**src/rtl/mem_port_arbiter_pkg.sv**
```systemverilog
// Shared types and constants for the instruction/data memory port arbiter.
// The tag values mark which port each outstanding bus read belongs to.
package mem_port_arbiter_pkg;

    localparam logic ARB_TAG_I = 1'b0;
    localparam logic ARB_TAG_D = 1'b1;

    typedef struct packed {
        logic [31:0] addr;
        logic [3:0]  oe;
        logic [3:0]  we;
        logic [31:0] wdata;
    } d_req_t;

    // Any write enable makes the request a store, even if read enables are also set.
    function automatic logic is_write(input d_req_t req);
        return |req.we;
    endfunction

endpackage

```
**src/rtl/mem_port_arbiter_if.sv**
```systemverilog
// Fetch port, load/store port and unified memory bus grouped into one bundle.
// The master modport is the arbiter's view; slave is the core/controller side.
interface mem_port_arbiter_if #(
    parameter int IADDR_W = 16
);
    logic [IADDR_W-1:0] i_addr;
    logic               i_oe;
    logic [31:0]        i_rdata;
    logic               i_valid;

    logic [31:0]        d_addr;
    logic [3:0]         d_oe;
    logic [3:0]         d_we;
    logic [31:0]        d_wdata;
    logic               d_ready;
    logic [31:0]        d_rdata;
    logic               d_valid;

    logic [31:0]        bus_addr;
    logic [3:0]         bus_oe;
    logic [3:0]         bus_we;
    logic [31:0]        bus_wdata;
    logic               bus_ready;
    logic [31:0]        bus_rdata;
    logic               bus_valid;

    modport master (
        input  i_addr, i_oe, d_addr, d_oe, d_we, d_wdata,
        input  bus_ready, bus_rdata, bus_valid,
        output i_rdata, i_valid, d_ready, d_rdata, d_valid,
        output bus_addr, bus_oe, bus_we, bus_wdata
    );

    modport slave (
        output i_addr, i_oe, d_addr, d_oe, d_we, d_wdata,
        output bus_ready, bus_rdata, bus_valid,
        input  i_rdata, i_valid, d_ready, d_rdata, d_valid,
        input  bus_addr, bus_oe, bus_we, bus_wdata
    );

endinterface

```
**src/rtl/mem_port_arbiter_tag_fifo.sv**
```systemverilog
// In-order record of which port owns each outstanding bus read (1-bit tags).
// The caller guarantees no push when full and no pop when empty.
module arb_tag_fifo #(
    parameter int DEPTH = 4
) (
    input  logic                       clk,
    input  logic                       rst,
    input  logic                       push,
    input  logic                       pop,
    input  logic                       din,
    output logic                       dout,
    output logic [$clog2(DEPTH):0]     count
);
    localparam int AW = $clog2(DEPTH);

    logic [DEPTH-1:0] mem;
    logic [AW-1:0]    wr_ptr;
    logic [AW-1:0]    rd_ptr;

    assign dout = mem[rd_ptr];

    // Pointers wrap naturally because DEPTH is a power of two.
    always_ff @(posedge clk) begin
        if (rst) begin
            wr_ptr <= '0;
            rd_ptr <= '0;
            count  <= '0;
        end else begin
            if (push) wr_ptr <= wr_ptr + AW'(1);
            if (pop)  rd_ptr <= rd_ptr + AW'(1);
            case ({push, pop})
                2'b10:   count <= count + 1'b1;
                2'b01:   count <= count - 1'b1;
                default: count <= count;
            endcase
        end
    end

    always_ff @(posedge clk) begin
        if (push) mem[wr_ptr] <= din;
    end

endmodule

```
**src/rtl/mem_port_arbiter.sv**
```systemverilog
// Shares one memory bus between the fetch (I) and load/store (D) ports with
// D priority, an I anti-starvation override, and in-order response routing.
module mem_port_arbiter
    import mem_port_arbiter_pkg::*;
#(
    parameter int IADDR_W      = 16,
    parameter int TAG_DEPTH    = 4,
    parameter int STARVE_LIMIT = 4
) (
    input  logic                  clk,
    input  logic                  rst,
    mem_port_arbiter_if.master    bus,
    output logic                  protocol_err
);
    localparam int CW = $clog2(TAG_DEPTH) + 1;
    localparam int SW = $clog2(STARVE_LIMIT + 1);
    localparam logic [CW-1:0] TAG_DEPTH_C    = CW'(TAG_DEPTH);
    localparam logic [SW-1:0] STARVE_LIMIT_C = SW'(STARVE_LIMIT);

    logic               i_pend;
    logic [IADDR_W-1:0] i_addr_q;
    logic               d_pend;
    d_req_t             d_q;
    logic [SW-1:0]      starve;

    logic [CW-1:0]      tag_count;
    logic               tag_head;
    logic               tags_free;
    logic               d_ready_c;
    logic               d_cap;
    logic               i_elig;
    logic               d_elig;
    logic               issue_i;
    logic               issue_d;
    logic               push;
    logic               pop;

    // Issue decisions come only from registered slots, so nothing bypasses capture.
    always_comb begin
        tags_free = tag_count < TAG_DEPTH_C;
        d_ready_c = !rst && !d_pend && tags_free;
        d_cap     = d_ready_c && ((|bus.d_oe) || (|bus.d_we));
        d_elig    = !rst && d_pend && bus.bus_ready && (is_write(d_q) || tags_free);
        i_elig    = !rst && i_pend && bus.bus_ready && tags_free;
        issue_i   = i_elig && (!d_elig || starve == STARVE_LIMIT_C);
        issue_d   = d_elig && !issue_i;
        push      = issue_i || (issue_d && !is_write(d_q));
        pop       = !rst && bus.bus_valid && (tag_count != '0);
    end

    assign bus.d_ready   = d_ready_c;
    assign bus.bus_addr  = issue_i ? 32'(i_addr_q) : d_q.addr;
    assign bus.bus_oe    = issue_i ? 4'hf : (issue_d ? d_q.oe : 4'h0);
    assign bus.bus_we    = issue_d ? d_q.we : 4'h0;
    assign bus.bus_wdata = d_q.wdata;

    assign bus.i_rdata   = bus.bus_rdata;
    assign bus.d_rdata   = bus.bus_rdata;
    assign bus.i_valid   = pop && (tag_head == ARB_TAG_I);
    assign bus.d_valid   = pop && (tag_head == ARB_TAG_D);

    arb_tag_fifo #(
        .DEPTH (TAG_DEPTH)
    ) u_tag_fifo (
        .clk   (clk),
        .rst   (rst),
        .push  (push),
        .pop   (pop),
        .din   (issue_i ? ARB_TAG_I : ARB_TAG_D),
        .dout  (tag_head),
        .count (tag_count)
    );

    // A fresh I request overwrites the slot, including the one being issued now.
    always_ff @(posedge clk) begin
        if (rst) begin
            i_pend       <= 1'b0;
            d_pend       <= 1'b0;
            starve       <= '0;
            protocol_err <= 1'b0;
        end else begin
            if (bus.i_oe)    i_pend <= 1'b1;
            else if (issue_i) i_pend <= 1'b0;

            if (d_cap)        d_pend <= 1'b1;
            else if (issue_d) d_pend <= 1'b0;

            if (!i_pend || issue_i)          starve <= '0;
            else if (starve != STARVE_LIMIT_C) starve <= starve + SW'(1);

            if (bus.bus_valid && tag_count == '0) protocol_err <= 1'b1;
        end
    end

    always_ff @(posedge clk) begin
        if (bus.i_oe) i_addr_q <= bus.i_addr;
        if (d_cap)    d_q      <= '{addr: bus.d_addr, oe: bus.d_oe, we: bus.d_we, wdata: bus.d_wdata};
    end

endmodule
```
**src/flat_wrapper.sv**
```systemverilog
// flat-port wrapper written by rule: the top's interface ports become plain ports
module mem_port_arbiter_flat import mem_port_arbiter_pkg::*;
#(
    parameter int IADDR_W      = 16,
    parameter int TAG_DEPTH    = 4,
    parameter int STARVE_LIMIT = 4
)
  (clk, rst, protocol_err, bus_i_addr, bus_i_oe, bus_d_addr, bus_d_oe, bus_d_we, bus_d_wdata, bus_bus_ready, bus_bus_rdata, bus_bus_valid, bus_i_rdata, bus_i_valid, bus_d_ready, bus_d_rdata, bus_d_valid, bus_bus_addr, bus_bus_oe, bus_bus_we, bus_bus_wdata);
  mem_port_arbiter_if #(.IADDR_W(IADDR_W)) bus_i ();
  input  logic clk;
  input  logic rst;
  output logic protocol_err;
  input wire logic [$bits(bus_i.i_addr)-1:0] bus_i_addr;
  input wire logic [$bits(bus_i.i_oe)-1:0] bus_i_oe;
  input wire logic [$bits(bus_i.d_addr)-1:0] bus_d_addr;
  input wire logic [$bits(bus_i.d_oe)-1:0] bus_d_oe;
  input wire logic [$bits(bus_i.d_we)-1:0] bus_d_we;
  input wire logic [$bits(bus_i.d_wdata)-1:0] bus_d_wdata;
  input wire logic [$bits(bus_i.bus_ready)-1:0] bus_bus_ready;
  input wire logic [$bits(bus_i.bus_rdata)-1:0] bus_bus_rdata;
  input wire logic [$bits(bus_i.bus_valid)-1:0] bus_bus_valid;
  output wire logic [$bits(bus_i.i_rdata)-1:0] bus_i_rdata;
  output wire logic [$bits(bus_i.i_valid)-1:0] bus_i_valid;
  output wire logic [$bits(bus_i.d_ready)-1:0] bus_d_ready;
  output wire logic [$bits(bus_i.d_rdata)-1:0] bus_d_rdata;
  output wire logic [$bits(bus_i.d_valid)-1:0] bus_d_valid;
  output wire logic [$bits(bus_i.bus_addr)-1:0] bus_bus_addr;
  output wire logic [$bits(bus_i.bus_oe)-1:0] bus_bus_oe;
  output wire logic [$bits(bus_i.bus_we)-1:0] bus_bus_we;
  output wire logic [$bits(bus_i.bus_wdata)-1:0] bus_bus_wdata;
  assign bus_i.i_addr = bus_i_addr;
  assign bus_i.i_oe = bus_i_oe;
  assign bus_i.d_addr = bus_d_addr;
  assign bus_i.d_oe = bus_d_oe;
  assign bus_i.d_we = bus_d_we;
  assign bus_i.d_wdata = bus_d_wdata;
  assign bus_i.bus_ready = bus_bus_ready;
  assign bus_i.bus_rdata = bus_bus_rdata;
  assign bus_i.bus_valid = bus_bus_valid;
  assign bus_i_rdata = bus_i.i_rdata;
  assign bus_i_valid = bus_i.i_valid;
  assign bus_d_ready = bus_i.d_ready;
  assign bus_d_rdata = bus_i.d_rdata;
  assign bus_d_valid = bus_i.d_valid;
  assign bus_bus_addr = bus_i.bus_addr;
  assign bus_bus_oe = bus_i.bus_oe;
  assign bus_bus_we = bus_i.bus_we;
  assign bus_bus_wdata = bus_i.bus_wdata;
  mem_port_arbiter #(.IADDR_W(IADDR_W), .TAG_DEPTH(TAG_DEPTH), .STARVE_LIMIT(STARVE_LIMIT)) u_core (.clk(clk), .rst(rst), .bus(bus_i), .protocol_err(protocol_err));
endmodule
```
**config.mk**
```make
export PLATFORM = sky130hd
export DESIGN_NAME = mem_port_arbiter_flat
export DESIGN_NICKNAME = d
export VERILOG_FILES = /design/src/rtl/mem_port_arbiter_pkg.sv /design/src/rtl/mem_port_arbiter_if.sv /design/src/rtl/mem_port_arbiter_tag_fifo.sv /design/src/rtl/mem_port_arbiter.sv /design/src/flat_wrapper.sv
export SDC_FILE = /design/constraint.sdc
export NUM_CORES = 1
export LEC_CHECK = 0
export BUFFER_PORTS_ARGS = -buffer_cell sky130_fd_sc_hd__buf_2
export CORE_ASPECT_RATIO = 1.75
export CORE_MARGIN = 2
export CORE_UTILIZATION = 40
export DETAILED_ROUTE_END_ITERATION = 12
export HOLD_SLACK_MARGIN = 0.02
export PLACE_DENSITY = 0.76
export SYNTH_ARGS = -nofsm -noshare
export SYNTH_HDL_FRONTEND = slang
export SYNTH_SLANG_ARGS = --single-unit
```
**constraint.sdc**
```tcl
create_clock -name clk -period 8 [get_ports clk]
set_clock_uncertainty 0.2 [all_clocks]
set_input_delay 1.6 -clock clk [delete_from_list [all_inputs] [get_ports clk]]
set_output_delay 1.6 -clock clk [all_outputs]
set_load 0.01 [all_outputs]
```
==> results of run 1 <==
## power breakdown
group,switching [mW],internal [mW]
sequential,0.0123,0.644
clock,0.192,0.214
combinational,0.0699,0.0600
## flip-flops by register name (all words and copies together) (netlist names)
signal,count
u_core.u_tag_fifo.count,3
u_core.i_addr_q,16
u_core.protocol_err,1
u_core.starve,3
u_core.u_tag_fifo.wr_ptr,2
u_core.d_q,40
u_core.bus.bus_wdata,32
u_core.d_pend,1
u_core.u_tag_fifo.mem,4
u_core.u_tag_fifo.rd_ptr,2
u_core.i_pend,1
## cell usage after synthesis (2+ instances only)
cell type,count,area (um^2)
nor4b_2,3,45.0
mux2_2,4,45.0
buf_6,3,33.8
edfxtp_1,92,2760
nor2_1,6,22.5
dfxtp_1,13,260
nand3b_1,2,15.0
inv_1,7,26.3
mux2_4,13,195
o21ai_0,3,15.0
a21oi_1,5,25.0
nor2b_1,4,25.0
and2_1,21,131
xor2_1,2,17.5
nand2b_1,4,25.0
a21o_1,4,30.0
mux2i_1,3,30.0
a21boi_0,2,15.0
nor3_1,3,15.0
buf_4,96,721
nor4_1,3,18.8
ha_1,7,87.6
or3_1,2,12.5
## worst max-delay path by stage
| stage | start | end |
|---|---|---|
| detailed placement | rst | bus_bus_addr[21] |
| CTS | rst | bus_bus_addr[21] |
| floorplan | rst | u_core.bus.bus_wdata[0]$_DFFE_PP_ |
| global placement | rst | bus_bus_addr[25] |
| finish | rst | bus_bus_addr[21] |
| global route | rst | bus_bus_addr[23] |
## stage by stage
step / instances / hold slack (ns)
final: 537 / 0.289
after global routing: 537 / 0.331
after CTS: 537 / 0.289
after detailed placement: 521 / 0.272
after global placement: 521 / 0.248
after floorplan: 319 / 0.246
## layer usage
layer  share of wire [%]  vias to the layer above
li1                    -                     1180
met1                  31                     1154
met2                  53                      121
met3                 8.7                       60
met4                 6.8                        0
met5                   0                        -
## area by class of cell
| class | count | area (um^2) |
|---|---|---|
| sequential | 105 | 3020 |
| timing repair buffer | 169 | 848 |
| inverter | 8 | 30.0 |
| clock inverter | 7 | 53.8 |
| tap | 135 | 169 |
| fill | 1021 | 6300 |
| multi-input combinational | 104 | 928 |
| clock buffer | 9 | 225 |
## worst max-delay path: cells and delay by family
family                 cells  cell delay (ns)
buffers and inverters      3             0.57
and+or+nand+nor            3             1.04
## cell families after synthesis
group	synth area share, %
simple gates	7.49
mux	6.15
flops	63.5
compound gates	2.81
fa+ha+maj	2.26
xor+xnor	0.552
buf+inv	17.3
==> impl_results.md, run 1 <==
- Hold depth: 2
- Layout cells sized above 1: approximately 53%
- Yosys synthesis warning count: 0
- VDD IR max: ~0.16 mV
- GRT Overall Usage: a little over an eighth
- Final Hold Fails: 0
- Initial core utilization: between 40% and 50%
- Setup Slack @ Placement: between 2 and 3 ns
- Total routed wirelength: ~9000 um
- F_max: 199 MHz
- CTS tree: built
- Clock buffer depth: 2
- Post-DP HPWL: approximately 6700 um
- R2R setup slack: slightly above 5 ns
- Unrepaired setup endpoints after global routing: false
- Wire per inst: approximately 16 um
- Via-to-Cell Ratio: 4.68
- EDFF count, synth: approximately 90
- CTS Buf Count: 9
- Die height: around 150 um
- Final slew viol count: 0
- R2R depth: 10
- End of the worst register-to-register path: u_core.u_tag_fifo.count[2]$_SDFFE_PP0P_
- Crit path DAT: approximately 3.2 ns
- Post-Syn Instances: roughly 320
- Std-Cell Core Area: approximately 12000 um^2
- Pleak: between 2 and 2.5 nW
- TritonRoute pass-1 iters: 5
- Crit-path slowest cell: and2_4
- Maxcap violations: 0
- Cells along the critical path: buf_2 -> and4bb_4 -> and2_4 -> inv_2 -> and2_1 -> buf_2
- Status: completed
- Mapped Area: ~4800 um^2
- Antenna-violating nets left: 0
- Hold wc startpoint: u_core.protocol_err$_SDFFE_PP0P_
- Launch point of the worst reg-to-reg path: u_core.starve[0]$_SDFFE_PP0N_
- CP Class: in -> out
- CTS sink cnt: between 100 and 150
- Setup TNS: 0 ns
- Hold endpoint: u_core.protocol_err$_SDFFE_PP0P_
- IO Port Bufs: approximately 170
- Most frequent cells in the layout: buf_2 (168), edfxtp_1 (92), and2_1 (21), mux2_4 (13), dfxtp_1 (13)
- Ports: about 270
- Tightest Pin Transition: ~0.7 ns
- Final period util: a little over three fifths
- 1st-iter DRT viols: a little over 100
- Max incr delay on CP: 0.41 ns
- Htree depth: 3
- Ys flop type: edfxtp_1
- DRC viols: 0
- Crit. End Element: output port
- Seq/Total Area, Yosys: between 60 and 70%
- Die Width: roughly 86 um
- First-pass GRT wire length: around 13000 um
- M1 GR Usage: between 10 and 15%
- Syn nets: approximately 450
- FF+latch count, synth: about 110
- Final Setup Violations: 0
- Routing usage on met2: roughly a quarter
- Crit-path max FO: 24
- Clock transition at the registers of the reported paths: roughly 0.070 ns
- Largest net degree at the start of global routing: 57
- Worst rel slew slack: a little over half
- Ys async rst share: 0%
- Synth Area per Inst: 14.9 um^2
- CTS root buf: clkbuf_16
- Cell Rows: 52
- Total gr overflow: 0
- Die area: around 13000 um^2
- Grt peak-use layer: met2
- Cell variety after synth: 40
- Hold-fix buffers at CTS: 0
- Post-CTS Setup Inserts: 0
- Via count: between 2000 and 3000
- Final Core Density: a little under half
- CP dominant cell by count: buf_2
- Type of the most critical hold path: reg -> reg
- M3 GR Usage: under 10%
- Initial antenna violation count: 0
- Post-CTS sizing: 0
- PnR Total Power: 1.19 mW
- PnR worst setup slack: between 2 and 3 ns
- Worst skew pair latency: between 0.3 and 0.4 ns
- Placed Instance Area: around 5000 um^2
- Final critical-path required period: 5.02 ns
- Final non-filler cell area: 5280 um^2
- Cell Pwr Density: roughly 230 nW/um^2
- Ant diodes: 0
- Nets: between 500 and 600
- Layout area overhead: 10.8%
- Worst Path Required: a little over 6 ns
- Most common cell after layout, fill and taps aside: buf_2
- GP Congestion: 0.759
- CP Launch Type: primary input
- Vias in the first global route: 2755
(Power assumes the default switching activity.)
==> run 2, diff against run 1 <==
- PLACE_DENSITY: 0.76 -> 0.73
- clock period: 8 -> 4.8 ns (I/O delays scaled with it)
==> impl_results.md, run 2 (synthesis results as in run 1) <==
- Layout Cells excl Fill: 536 (was 537)
- Final slew viol count: 0 (unchanged)
- TritonRoute pass-1 iters: 4 (was 5)
- Max FFs per register: 40 (unchanged)
- Crit-path max FO: 24 (unchanged)
- Largest net degree at the start of global routing: 51 (was 57)
- Comb pwr share: 11.2% (was 10.9%)
- Most common cell after layout, fill and taps aside: buf_2 (unchanged)
- Tightest Pin Transition: 0.839 ns (was 0.701 ns)
- Layout area overhead: 10.7% (was 10.8%)
- Type of the most critical hold path: reg -> reg (unchanged)
- Std-Cell Core Area: 11600 um^2 (unchanged)
- Die area: 12800 um^2 (unchanged)
- Die Width: 86.5 um (unchanged)
- Most frequent cells in the layout: buf_2 (168), edfxtp_1 (92), and2_1 (21), mux2_4 (13), dfxtp_1 (13) (unchanged)
- VDD IR max: 0.389 mV (was 0.159 mV)
- Ports: 265 (unchanged)
- DRC viols: 0 (unchanged)
- Nets: 530 (unchanged)
- Placed cell count: 521 (unchanged)
- Sequential Power Share: 55.8% (was 55.0%)
- Pleak: 2.17 nW (was 2.18 nW)
- Clk pwr share: 33.1% (was 34.1%)
- Die height: 148 um (unchanged)
- IO Port Bufs: 168 (unchanged)
- Final critical-path required period: 3.75 ns
- Wire per inst: 16.8 um (was 16.5 um)
- CP Launch Type: primary input (unchanged)
- Cell Rows: 52 (unchanged)
- Placed Instance Area: 5010 um^2 (was 5000 um^2)
- Most flops, register: u_core.d_q (unchanged)
- Final Core Density: 45.5% (was 45.6%)
- Final non-filler cell area: 5270 um^2 (was 5280 um^2)
- Vias in the first global route: 2662 (was 2755)
- Final Hold Fails: 0 (unchanged)
- Ant diodes: 0 (unchanged)
- Worst skew pair latency: 0.33 ns (about the same)
- CTS root buf: clkbuf_16 (unchanged)
- Via-to-Cell Ratio: 4.62 (was 4.68)
- Crit path DAT: 2.59 ns (was 3.22 ns)
- GP Congestion: 0.730 (was 0.759)
- Unrepaired setup endpoints after global routing: false (unchanged)
- Setup Slack @ Placement: 1.02 ns (was 2.97 ns)
- Initial antenna violation count: 0 (unchanged)
- Worst rel slew slack: 43.9% (was 53.3%)
- Crit. End Element: output port (unchanged)
- Layout cells sized above 1: 52.4% (was 52.7%)
- Cell Pwr Density: 372 nW/um^2 (was 226 nW/um^2)
- Status: completed (unchanged)
- CTS Buf Count: 9 (unchanged)
- Via count: 2476 (was 2515)
- Post-CTS Setup Inserts: 0 (unchanged)
- PnR worst setup slack: 1.05 ns (was 2.98 ns)
- Initial core utilization: 41.1% (unchanged)
- Total gr overflow: 0 (unchanged)
- Post-DP HPWL: 6900 um (was 6700 um)
- Clock buffer depth: 2 (unchanged)
- 1st-iter DRT viols: 125 (was 102)
- F_max: approximately 270 MHz
- CTS tree: built (unchanged)
- Htree depth: 3 (unchanged)
- Worst Path Required: 3.64 ns (was 6.20 ns)
- Post-CTS sizing: 0 (unchanged)
- Antenna-violating nets left: 0 (unchanged)
- Hold-fix buffers at CTS: 0 (unchanged)
- Int Power: 1.52 mW (was 0.918 mW)
- Final period util: a little under 80%
- Sw frac: 22.5% (was 23.0%)
- Clock transition at the registers of the reported paths: 0.07 ns (about the same)
- Total routed wirelength: 9020 um (was 8850 um)
- CTS sink cnt: 105 (unchanged)
- Final Setup Violations: 0 (unchanged)
- Maxcap violations: 0 (unchanged)
- GRT Overall Usage: 14.1% (was 13.7%)
- Setup TNS: 0 ns (unchanged)
- Net switching power: 0.441 mW (was 0.274 mW)
- First-pass GRT wire length: 13500 um (was 13300 um)
- CP Class: in -> out (unchanged)
## run 2: per-stage QoR
| step | total power, mW | hold WS [ns] |
|---|---|---|
| final | 1.96 | 0.271 |
| after CTS | 1.99 | 0.282 |
| after global routing | 2.04 | 0.320 |
| after floorplan | 1.31 | 0.246 |
| after global placement | 1.33 | 0.246 |
| after detailed placement | 1.34 | 0.266 |
## run 2: worst max-delay path, stage by stage
cell	delay (ns)
buf_2	0.21
and4bb_4	0.40
and2_4	0.41
inv_2	0.22
and2_1	0.23
buf_2	0.14
## run 2: power groups by stage
stage                     Clock, mW  Sequential, mW  Combinational, mW
after floorplan                   0            1.11              0.194
after global placement            0            1.11              0.216
after detailed placement          0            1.11              0.223
after CTS                     0.670            1.10              0.223
after global routing          0.702            1.10              0.239
final                         0.649            1.09              0.219
## run 2: area by class of cell
cell class                 count  area (um^2)
fill                        1064         6310
sequential                   105         3020
multi-input combinational    104          928
tap                          135          169
timing repair buffer         169          861
clock buffer                   9          225
clock inverter                 6         36.3
inverter                       8         30.0
## run 2: metal layers
layer,wire [um],GRT usage (%),vias up
li1,-,-,1173
met5,0,0,-
met1,3000,14.4,1143
met4,522,10.6,0
met3,890,4.99,51
met2,4610,23.2,109
## run 2: path summary, 6_finish.rpt
check | slack [ns] | end | startpoint | cells past startpoint
worst max register to register | 1.85 | u_core.u_tag_fifo.count[2]$_SDFFE_PP0P_ | u_core.starve[0]$_SDFFE_PP0N_ | 10
worst min register to register | 0.27 | u_core.protocol_err$_SDFFE_PP0P_ | u_core.protocol_err$_SDFFE_PP0P_ | 2
worst max-delay path | 1.05 | bus_bus_addr[28] | rst | 6
worst min-delay path | 0.27 | u_core.protocol_err$_SDFFE_PP0P_ | u_core.protocol_err$_SDFFE_PP0P_ | 2
